### src/rtl/dda_column_drawer.sv
// Column rasteriser: turns one DDA column record into a vertical strip of
// ceiling/wall/floor pixel writes into a double-buffered framebuffer.
module dda_column_drawer #(
  parameter int SCREEN_WIDTH = 320,
  parameter int SCREEN_HEIGHT = 240,
  parameter logic [7:0] CEIL_COLOR = 8'h11,
  parameter logic [7:0] FLOOR_COLOR = 8'h22
) (
  input  logic        pixel_clk_in,
  input  logic        rst_in,
  input  logic        col_axis_tvalid,
  output logic        col_axis_tready,
  input  logic [38:0] col_axis_tdata,
  input  logic        col_axis_tlast,
  output logic [17:0] fb_addr_out,
  output logic [7:0]  fb_data_out,
  output logic        fb_we_out,
  output logic        fb_sel_out,
  output logic        frame_done_out,
  output logic        bad_col_out
);

  localparam int YB = $clog2(SCREEN_HEIGHT + 1);
  localparam int YW = (YB > 8) ? YB + 1 : 9;

  typedef enum logic {IDLE, DRAW} state_t;

  state_t state_q, state_d;
  logic rdy_q;
  logic [YW-1:0] row_q, top_q, bot_q;
  logic [16:0] addr_q;
  logic [7:0] wall_q, pix;
  logic last_q, sel_q, done_q, bad_q;

  logic [8:0] in_x;
  logic [7:0] in_h;
  logic [3:0] in_type;
  logic in_side, no_wall, x_bad, accept, last_row;
  logic [YW-1:0] h_ext, h_clamp, top_d, bot_d;
  logic wall_x_unused;

  assign in_x = col_axis_tdata[38:30];
  assign in_h = col_axis_tdata[29:22];
  assign in_type = col_axis_tdata[21:18];
  assign in_side = col_axis_tdata[17];
  assign wall_x_unused = ^col_axis_tdata[16:0];

  assign h_ext = YW'(in_h);
  assign h_clamp = (h_ext > YW'(SCREEN_HEIGHT)) ?
                   YW'(SCREEN_HEIGHT) : h_ext;
  assign no_wall = (in_h == 8'd0) || (in_type == 4'd0);
  // An empty slice is encoded as bot = top - 1 at the horizon.
  assign top_d = no_wall ? YW'(SCREEN_HEIGHT / 2) :
                 YW'(SCREEN_HEIGHT / 2) - (h_clamp >> 1);
  assign bot_d = no_wall ? YW'(SCREEN_HEIGHT / 2) - YW'(1) :
                 top_d + h_clamp - YW'(1);
  assign x_bad = {1'b0, in_x} >= 10'(SCREEN_WIDTH);

  assign col_axis_tready = rdy_q & rst_in & (state_q == IDLE);
  assign accept = col_axis_tvalid & col_axis_tready;
  assign last_row = row_q == YW'(SCREEN_HEIGHT - 1);

  always_comb begin
    state_d = state_q;
    unique case (state_q)
      IDLE: if (accept && !x_bad) state_d = DRAW;
      DRAW: if (last_row) state_d = IDLE;
      default: state_d = IDLE;
    endcase
  end

  always_comb begin
    pix = wall_q;
    unique case (1'b1)
      (row_q < top_q): pix = CEIL_COLOR;
      (row_q > bot_q): pix = FLOOR_COLOR;
      default: pix = wall_q;
    endcase
  end

  assign fb_we_out = state_q == DRAW;
  assign fb_data_out = fb_we_out ? pix : 8'h00;
  assign fb_addr_out = fb_we_out ? {sel_q, addr_q} : 18'h0;
  assign fb_sel_out = sel_q;
  assign frame_done_out = done_q;
  assign bad_col_out = bad_q;

  always_ff @(posedge pixel_clk_in) begin
    if (!rst_in) begin
      state_q <= IDLE;
      rdy_q <= 1'b0;
      row_q <= '0;
      top_q <= '0;
      bot_q <= '0;
      addr_q <= '0;
      wall_q <= '0;
      last_q <= 1'b0;
      sel_q <= 1'b0;
      done_q <= 1'b0;
      bad_q <= 1'b0;
    end else begin
      state_q <= state_d;
      rdy_q <= 1'b1;
      done_q <= 1'b0;
      if (accept) begin
        row_q <= '0;
        addr_q <= 17'(in_x);
        top_q <= top_d;
        bot_q <= bot_d;
        wall_q <= {in_type, in_side, 3'b000};
        last_q <= col_axis_tlast;
        if (x_bad) begin
          bad_q <= 1'b1;
          if (col_axis_tlast) begin
            done_q <= 1'b1;
            sel_q <= ~sel_q;
          end
        end
      end else if (state_q == DRAW) begin
        if (last_row) begin
          if (last_q) begin
            done_q <= 1'b1;
            sel_q <= ~sel_q;
          end
        end else begin
          row_q <= row_q + YW'(1);
          addr_q <= addr_q + 17'(SCREEN_WIDTH);
        end
      end
    end
  end

endmodule

### config.mk
export PLATFORM = sky130hd
export DESIGN_NAME = dda_column_drawer
export DESIGN_NICKNAME = d
export VERILOG_FILES = /design/src/rtl/dda_column_drawer.sv
export SDC_FILE = /design/constraint.sdc
export NUM_CORES = 1
export LEC_CHECK = 0
export BUFFER_PORTS_ARGS = -buffer_cell sky130_fd_sc_hd__buf_4
export CORE_AREA = 2 2 82 84
export CTS_CLUSTER_DIAMETER = 150
export DETAILED_ROUTE_END_ITERATION = 10
export DIE_AREA = 0 0 84 86
export GPL_ROUTABILITY_DRIVEN = 0
export PLACE_DENSITY_LB_ADDON = 0.3
export SYNTH_ARGS = -nofsm -noshare
export SYNTH_HDL_FRONTEND = slang
export SYNTH_SLANG_ARGS = --single-unit
export TNS_END_PERCENT = 20
### constraint.sdc
create_clock -name pixel_clk_in -period 4.5 [get_ports pixel_clk_in]
set_input_delay 0.9 -clock pixel_clk_in [delete_from_list [all_inputs] [get_ports pixel_clk_in]]
set_output_delay 0.9 -clock pixel_clk_in [all_outputs]
set_load 0.1 [all_outputs]
After elaboration in Yosys (flattened, before gate mapping)
Cells that the tools add are included.

storage, ports and cells
  flip-flop bits (word level) = 55
  word-level logic and storage cells = 70

operators by class
  add/sub/neg operators = 5
  $lt $le $gt $ge = 4
  equal/unequal tests = 4
  multiplexer cells = 25
  bitwise gates (word level) = 7
  reductions and logical operators = 13

operator list
  cell                     number
  $mux W9                  5
  $mux W18                 1
  $add A17 B9 Y17 const B  1
  $mux W8                  2
  $pmux W8 S2              1
  $mux W1                  15
  $add A9 B1 Y9 const B    1
  $add A9 B8 Y9            1
  $eq A9 B8 Y1 const B     1
  $ge A9 B9 Y1 const B     1
  $gt A9 B9 Y1             1
  $lt A9 B9 Y1             1
  $sub A9 B1 Y9 const B    1
  $gt A8 B8 Y1 const B     1
  $logic_not A8 Y1         1
  $sub A7 B7 Y8 const A    1
  $ne A2 B2 Y1 const B     3
  $reduce_and A2 Y1        3
  $reduce_bool A2 Y1       3
  $reduce_and A5 Y1        1
  $logic_not A4 Y1         1
  $not A1 Y1               4
  $and A1 B1 Y1            3
  $pmux W1 S2              1
  4 further kinds          4

Logic depth before layout (Yosys ltp)
Gate-level depths: netlist of the first run.

  word-level depth = 7
  gate-level depth with buffers = 15

Worst setup path before layout of the first run
OpenSTA, ideal clock, no wires.

  path kind = register to output
  from = register state_q, in the netlist fb_we_out
  to = output port fb_data_out[4]
  arrival time = 3.078 ns
  slack = 0.522 ns
  stages on the path, launching flop included = 5
  cells stage by stage = dfxtp_1 > buf_2 > clkbuf_1 > nand2_1 > o22ai_1

between the ends
  cells in the longest elaborated chain, start to end = 1

ends and longest elaborated chain
  element                   line  source
  start: declaration        28    state_t state_q, state_d;
  start signal: assignment  102   state_q <= state_d;
  $mux W8                   82    assign fb_data_out = fb_we_out ? pix : 8'h00;
  end: declaration          16    output logic [7:0] fb_data_out,

Every way passes these cells.

Final worst setup path of the first run
  from = input port col_axis_tdata[19]
  to = register bot_q[7]

between the ends
  cells in the longest elaborated chain, start to end = 6

ends and longest elaborated chain
  element                 line  source
  start: declaration      13    input logic [38:0] col_axis_tdata,
  $logic_not A4 Y1 (*)    51    assign no_wall = (in_h == 8'd0) || (in_type == 4'd0);
  $logic_or A1 B1 Y1 (*)  51
  $mux W9                 53    assign top_d = no_wall ? YW'(SCREEN_HEIGHT / 2) :
  $add A9 B8 Y9           56    top_d + h_clamp - YW'(1);
  $sub A9 B1 Y9           56
  $mux W9 (*)             55    assign bot_d = no_wall ? YW'(SCREEN_HEIGHT / 2) - YW'(1) :
  end signal: assignment  109   bot_q <= bot_d;
  end: declaration        30    logic [YW-1:0] row_q, top_q, bot_q;

Mark *: on every way between the ends. The rest lies on a longest branch, timed or not.
A chain may end at the register's enable or synchronous reset.

==> impl_summary.txt, run 1 <==
----------------------------------------------------
[Global route]
  Maximum number of pins on one net before global-route repair ... 37
  Global route total overflow ... 0
  Antenna violations before repair ... 0
  Global-route wire length before repair ... ~12000 µm
  Overall track demand over capacity in global routing ... 0.209
  Number of global-route vias before repair ... approximately 2700

[Die]
  Area of the die ... around 7200 µm²
  Number of I/O pins ... 74
  Horizontal die dimension ... 84 µm
  Initial cell density of the core ... 0.533
  Vert. Die Dim ... 86 µm
  Core Area ... roughly 6300 µm²
  Number of cell rows ... 29

[Pwr]
  Peak supply drop ... 152 µV
  Switching portion of total power ... 0.325
  Relative contribution of sequential cells to total power ... 0.487
  Clock Power Share ... 0.261
  Lkg Pwr ... ~1.6 nW
  Cell-internal power ... 0.000710 W
  Switching component of the power ... about 0.00034 W
  Power per Cell Area ... around 270 nW/µm²
  Logic gate share of total power ... 0.252

[Timing]
  Total negative slack for setup checks ... 0 ps
  Slew at the pin closest to its max-slew limit ... 973 ps
  Final-report hold violation count ... 0
  Final-layout worst hold slack ... between 400 and 500 ps
  Final Setup Violations ... 0
  Worst Skew ... around 9.6 ps
  Final Max Tran Viols ... 0
  Unrepaired setup endpoints after global routing ... no
  Normalized max-slew margin ... 0.350
  Tcrit/Tclk final ... 0.825
  Time the worst path needs with I/O delays and setup ... 3710 ps
  Highest attainable clock frequency ... 269 MHz

[Synthesis]
  Async set-reset flop share out of synthesis ... 0
  Summed instance area of the synthesized netlist ... around 3300 µm²
  Part of the Yosys area used for sequential elements ... 0.323
  Post-synthesis cell count ... roughly 420
  Number of synthesized flops with an enable pin ... 0
  Most common flop cell mapped by yosys ... sky130_fd_sc_hd__dfxtp_1
  Warnings, synthesis ... 0
  Synthesized flop and latch total ... 54
  Post-Synthesis Net Count ... 502
  Unique masters post-synth ... 48
  Avg Synthesized Cell Area ... 7.90 µm²

[Critical path]
  Worst endpoint data arrival time ... around 3900 ps
  Highest-delay cell along the critical path ... sky130_fd_sc_hd__a31oi_1
  Delay of the slowest cell on the worst path ... approximately 670 ps
  Peak fanout along the critical path ... 11
  Category of the most critical setup path ... input pin to register
  Critical path, cell by cell ... buf_4 -> nor4_1 -> buf_4 -> a31oi_1 -> nand3_1 -> ha_1 -> inv_1 -> ha_1 -> inv_1 -> fa_1 -> nand2b_1 -> a21oi_1 -> o21a_1 -> nor3_1 -> o32ai_1
  Critical path endpoint category ... register
  Setup crit start kind ... input pin
  Required time of the worst setup path ... approximately 4700 ps

[Cells and area]
  Net total in the final layout ... 547
  Ratio of cells with drive above 1 in the final layout ... 0.157
  Final Non-Filler Cells ... 547
  Layout overhead on the synthesized area ... 14.9%
  Inserted Diodes ... 0

[Drt]
  Number of violations reported at the end of detailed-routing iteration 0 ... 139
  Via count ... between 2000 and 3000
  Router iterations before antenna repair ... 4
  Drt wl/cell ... between 10 and 15 µm
  Vias per cell ... 5.46
  Detailed-route DRC error count ... 0
  Overall routed net length ... ~7400 µm
  Antenna Violating Nets Remaining ... 0

[CTS]
  Sinks on the clock net ... 54
  Clock latency reported for the late side of the worst-skew pair ... ~320 ps
  Clock tree from TritonCTS ... done
  Deepest clock path buffer count ... 2
  Number of clock buffers inserted by TritonCTS ... 5
  Root Driver ... sky130_fd_sc_hd__clkbuf_8
  Number of hold buffers added after cts ... 0
  Htree depth ... 2
  Worst-path clk slew ... 100 ps
  # resized after CTS ... 0
  Setup fix buffers added after clock tree synthesis ... 0

[Hold path]
  Class of the worst hold path ... register to register

[Place]
  Half-perimeter wire length after placement ... about 5600 µm
  Post-placement cell count ... roughly 540
  IO buf count ... between 50 and 60

[Run status]
  Status ... completed

[Run]
  Max cap viols ... 0

----------------------------------------------------
## layer usage
metal,part of all wire,up-vias,track usage
li1,-,1541,-
met1,0.46,1356,0.283
met2,0.48,75,0.340
met3,0.043,14,0.0327
met4,0.019,0,0.0733
met5,0,-,0
## worst max-delay path, delay by kind of cell
kind	cells	cell delay (ps)
compound gates	4	1340
fa+ha+maj	3	840
buf+inv	4	350
simple gates	4	510
## synth_stat cells, types with 5 or more instances
| cell | instances | area (µm²) |
|---|---|---|
| sky130_fd_sc_hd__nand3_1 | 13 | 65.1 |
| sky130_fd_sc_hd__inv_1 | 39 | 146 |
| sky130_fd_sc_hd__nand2_1 | 53 | 199 |
| sky130_fd_sc_hd__or3_1 | 6 | 37.5 |
| sky130_fd_sc_hd__ha_1 | 34 | 425 |
| sky130_fd_sc_hd__buf_2 | 5 | 25.0 |
| sky130_fd_sc_hd__xnor2_1 | 13 | 114 |
| sky130_fd_sc_hd__nor2_1 | 32 | 120 |
| sky130_fd_sc_hd__a211oi_1 | 5 | 37.5 |
| sky130_fd_sc_hd__dfxtp_1 | 54 | 1080 |
| sky130_fd_sc_hd__a31oi_1 | 9 | 56.3 |
| sky130_fd_sc_hd__nand4_1 | 8 | 50.1 |
| sky130_fd_sc_hd__o21a_1 | 5 | 37.5 |
| sky130_fd_sc_hd__nor3_1 | 12 | 60.1 |
| sky130_fd_sc_hd__a21oi_1 | 19 | 95.1 |
| sky130_fd_sc_hd__and2_1 | 18 | 113 |
| sky130_fd_sc_hd__o21ai_0 | 38 | 190 |
| sky130_fd_sc_hd__xor2_1 | 5 | 43.8 |
| sky130_fd_sc_hd__clkbuf_1 | 9 | 33.8 |
## worst paths after layout
kind	from	slack [ps]	cells past startpoint	endpoint
worst max-delay path	col_axis_tdata[19]	790	15	bot_q[7]
worst min-delay path	addr_q[3]	460	2	addr_q[3]
worst max register to register	fb_we_out	2070	5	bot_q[8]
worst min register to register	addr_q[3]	460	2	addr_q[3]
## layout make-up
cell class                 count  area, µm²
clock buffer                   5       68.8
clock inverter                 3       21.3
multi-input combinational    311       2000
timing repair buffer          58        435
sequential                    54       1080
fill                         596       2430
tap                           77       96.3
inverter                      39        146
## registers in the layout, indices dropped and copies added, names as in the netlist
name,cells
top_q,8
fb_we_out,1
rdy_q,1
last_q,1
frame_done_out,1
bot_q,9
wall_q,5
fb_sel_out,1
addr_q,17
bad_col_out,1
row_q,9
## metrics by stage
| stage | instance area, µm² | utilization | setup WS [ps] | power [W] |
|---|---|---|---|---|
| 6_report | 3850 | 0.613 | 788 | 0.00105 |
| 5_1_grt | 3850 | 0.613 | 479 | 0.00111 |
| 4_1_cts | 3850 | 0.613 | 791 | 0.00106 |
| 3_5_place_dp | 3760 | 0.598 | 484 | 0.000787 |
| 3_3_place_gp | 3760 | 0.598 | 509 | 0.000779 |
| 2_1_floorplan | 3350 | - | 522 | 0.000721 |
## layout by cell type, fill, tap and decap left out, types with 2 or more instances in the layout
| cell type | netlist | routed |
|---|---|---|
| sky130_fd_sc_hd__nor3_1 | 12 | 12 |
| sky130_fd_sc_hd__o21ai_0 | 38 | 38 |
| sky130_fd_sc_hd__a21oi_1 | 19 | 19 |
| sky130_fd_sc_hd__o22ai_1 | 3 | 3 |
| sky130_fd_sc_hd__nand3_1 | 13 | 13 |
| sky130_fd_sc_hd__and2_1 | 18 | 18 |
| sky130_fd_sc_hd__nor4_1 | 4 | 4 |
| sky130_fd_sc_hd__and3_1 | 2 | 2 |
| sky130_fd_sc_hd__o21a_1 | 5 | 5 |
| sky130_fd_sc_hd__clkbuf_8 | 3 | 5 |
| sky130_fd_sc_hd__inv_1 | 39 | 39 |
| sky130_fd_sc_hd__o21bai_1 | 2 | 2 |
| sky130_fd_sc_hd__xnor2_1 | 13 | 13 |
| sky130_fd_sc_hd__nand2b_1 | 4 | 4 |
| sky130_fd_sc_hd__or3_1 | 6 | 6 |
| sky130_fd_sc_hd__a31oi_1 | 9 | 9 |
| sky130_fd_sc_hd__a21boi_0 | 3 | 3 |
| sky130_fd_sc_hd__dfxtp_1 | 54 | 54 |
| sky130_fd_sc_hd__nand2_1 | 53 | 53 |
| sky130_fd_sc_hd__nand4_1 | 8 | 8 |
| sky130_fd_sc_hd__buf_4 | 1 | 58 |
| sky130_fd_sc_hd__a211oi_1 | 5 | 5 |
| sky130_fd_sc_hd__conb_1 | 2 | 2 |
| sky130_fd_sc_hd__xor2_1 | 5 | 5 |
| sky130_fd_sc_hd__nor2_1 | 32 | 32 |
| sky130_fd_sc_hd__ha_1 | 34 | 34 |
| sky130_fd_sc_hd__and4b_1 | 4 | 4 |
## kinds of logic after synthesis
family,share of synthesized area
compound gates,0.177
xor+xnor,0.0471
simple gates,0.237
flops,0.323
fa+ha+maj,0.133
buf+inv,0.0807
other cells,0.00224
## power by group through the flow
stage / registers, W / logic, W / clock network [W]
after global routing: 0.000516 / 0.000296 / 0.000301
after detailed placement: 0.000524 / 0.000263 / 0
after floorplan: 0.000526 / 0.000195 / 0
final: 0.000513 / 0.000265 / 0.000275
after global placement: 0.000523 / 0.000256 / 0
after CTS: 0.000513 / 0.000264 / 0.000282
(Power assumes the default switching activity.)
==> run 2: changes to the inputs <==
- clock period: 4.5 -> 3.8 ns (I/O delays scaled with it)
==> impl_summary.txt, run 2 (synthesis gave the netlist of run 1 again) <==
----------------------------------------------------
[Drt]
  Antenna Violating Nets Remaining ... 0
  Overall routed net length ... 7670 µm
  Router iterations before antenna repair ... 4
  Vias per cell ... about 5.5
  Drt wl/cell ... around 14 µm
  Number of violations reported at the end of detailed-routing iteration 0 ... 164
  Via count ... about 3000
  Detailed-route DRC error count ... 0

[Die]
  Area of the die ... about 7200 µm²
  Number of I/O pins ... between 70 and 80
  Initial cell density of the core ... 0.533
  Horizontal die dimension ... roughly 84 µm
  Core Area ... 6280 µm²
  Vert. Die Dim ... between 80 and 90 µm
  Number of cell rows ... 29

[Pwr]
  Peak supply drop ... around 200 µV
  Cell-internal power ... about 0.0009 W
  Lkg Pwr ... 1.68 nW
  Power per Cell Area ... ~340 nW/µm²
  Total Power Consumption ... between 0.001 and 0.0015 W
  Logic gate share of total power ... 0.245
  Switching component of the power ... between 0.0004 and 0.0005 W
  Switching portion of total power ... 0.309
  Relative contribution of sequential cells to total power ... 0.460
  Clock Power Share ... 0.295

[Cells and area]
  Ratio of cells with drive above 1 in the final layout ... 0.170
  Commonest non-fill, non-tap cell in the layout ... sky130_fd_sc_hd__buf_4
  Final non-filler cell area ... slightly below 4000 µm²
  Commonest non-fill, non-tap cells in the layout ... 64 x sky130_fd_sc_hd__buf_4, 54 x sky130_fd_sc_hd__dfxtp_1, 53 x sky130_fd_sc_hd__nand2_1, 39 x sky130_fd_sc_hd__inv_1, 38 x sky130_fd_sc_hd__o21ai_0
  Layout overhead on the synthesized area ... 17.1%
  Final Non-Filler Cells ... ~550
  Largest register FFs ... 17
  Inserted Diodes ... 0
  Net total in the final layout ... 553
  Biggest register ... addr_q
  Top flop regs ... addr_q: 17 flops, bot_q: 9 flops, row_q: 9 flops

[Timing]
  Time the worst path needs with I/O delays and setup ... between 3000 and 4000 ps
  Normalized max-slew margin ... 0.439
  Worst Skew ... between 7 and 8 ps
  Unrepaired setup endpoints after global routing ... no
  Total negative slack for setup checks ... 0 ps
  Slew at the pin closest to its max-slew limit ... around 840 ps
  Final Setup Violations ... 0
  Final-report hold violation count ... 0
  Highest attainable clock frequency ... between 200 and 300 MHz
  Final Max Tran Viols ... 0
  Worst setup margin ... approximately 450 ps
  Tcrit/Tclk final ... 0.882

[CTS]
  Clock tree from TritonCTS ... done
  Worst-path clk slew ... about 100 ps
  Deepest clock path buffer count ... 2
  Htree depth ... 2
  Number of hold buffers added after cts ... 0
  Root Driver ... sky130_fd_sc_hd__clkbuf_8
  Sinks on the clock net ... 54
  Number of clock buffers inserted by TritonCTS ... 5
  Clock latency reported for the late side of the worst-skew pair ... 310 ps
  # resized after CTS ... 0
  Setup fix buffers added after clock tree synthesis ... 0

[Global route]
  Global-route wire length before repair ... between 10000 and 15000 µm
  Global route total overflow ... 0
  Maximum number of pins on one net before global-route repair ... 37
  Number of global-route vias before repair ... 2905
  Overall track demand over capacity in global routing ... 0.218
  Antenna violations before repair ... 0

[Place]
  Post-placement cell count ... approximately 550
  Pre-CTS WS ... between 200 and 300 ps
  IO buf count ... 55
  Half-perimeter wire length after placement ... 5860 µm
  Post-DP Area ... 3810 µm²

[Critical path]
  Worst endpoint data arrival time ... between 2000 and 3000 ps
  Required time of the worst setup path ... 3040 ps
  Category of the most critical setup path ... register to output port
  Peak fanout along the critical path ... 7
  Setup crit start kind ... register
  Critical path endpoint category ... output port

[Run]
  Max cap viols ... 0

[Run status]
  Status ... completed

[Hold path]
  Class of the worst hold path ... register to register

----------------------------------------------------
## run 2: changes by cell type in the layout (fill, tap and decap cells not counted), sizes merged
cell / previous run / this run
buf: 58 / 64
clkinv: 2 / 0
clkinvlp: 1 / 2
bufinv: 0 / 1
## run 2: routing by layer
layer / global-route usage / up-vias / part of all wire
li1: - / 1550 / -
met1: 0.283 / 1416 / 0.46
met2: 0.385 / 57 / 0.49
met3: 0.0327 / 6 / 0.035
met4: 0.0513 / 0 / 0.0086
met5: 0 / - / 0
## run 2: worst paths after layout
path                  start             end  slack [ps]  cells after the start
hold reg to reg   addr_q[3]       addr_q[3]         460                      2
setup reg to reg   row_q[0]      addr_q[14]        1650                      6
setup / recovery   row_q[2]  fb_data_out[6]         450                      7
hold / removal    addr_q[3]       addr_q[3]         460                      2
## run 2: layout make-up
| cell class | instances | area [µm²] |
|---|---|---|
| Clock buffer | 5 | 68.8 |
| Clock inverter | 3 | 45.0 |
| Inverter | 39 | 146 |
| Tap cell | 77 | 96.3 |
| Timing Repair Buffer | 64 | 480 |
| Fill cell | 582 | 2360 |
| Sequential cell | 54 | 1080 |
| Multi-Input combinational cell | 311 | 2000 |
## run 2: stage by stage
| step | hold WS (ps) | utilization |
|---|---|---|
| after floorplan | 431 | - |
| after global placement | 441 | 0.607 |
| after detailed placement | 451 | 0.607 |
| after CTS | 466 | 0.625 |
| after global routing | 483 | 0.625 |
| final | 463 | 0.625 |
## run 2: power groups by stage
stage / clock network [W] / logic (W) / registers (W)
3_3_place_gp: 0 / 0.000311 / 0.000618
6_report: 0.000389 / 0.000323 / 0.000606
5_1_grt: 0.000415 / 0.000363 / 0.000609
2_1_floorplan: 0 / 0.000233 / 0.000622
4_1_cts: 0.000393 / 0.000323 / 0.000606
3_5_place_dp: 0 / 0.000321 / 0.000618
## run 2: critical path, stage by stage, from the launching register on
cell	delay, ps
sky130_fd_sc_hd__dfxtp_1	500
sky130_fd_sc_hd__ha_1	300
sky130_fd_sc_hd__a21oi_1	140
sky130_fd_sc_hd__o21ai_0	120
sky130_fd_sc_hd__a2111oi_0	420
sky130_fd_sc_hd__a21oi_1	200
sky130_fd_sc_hd__and4b_1	310
sky130_fd_sc_hd__buf_4	290
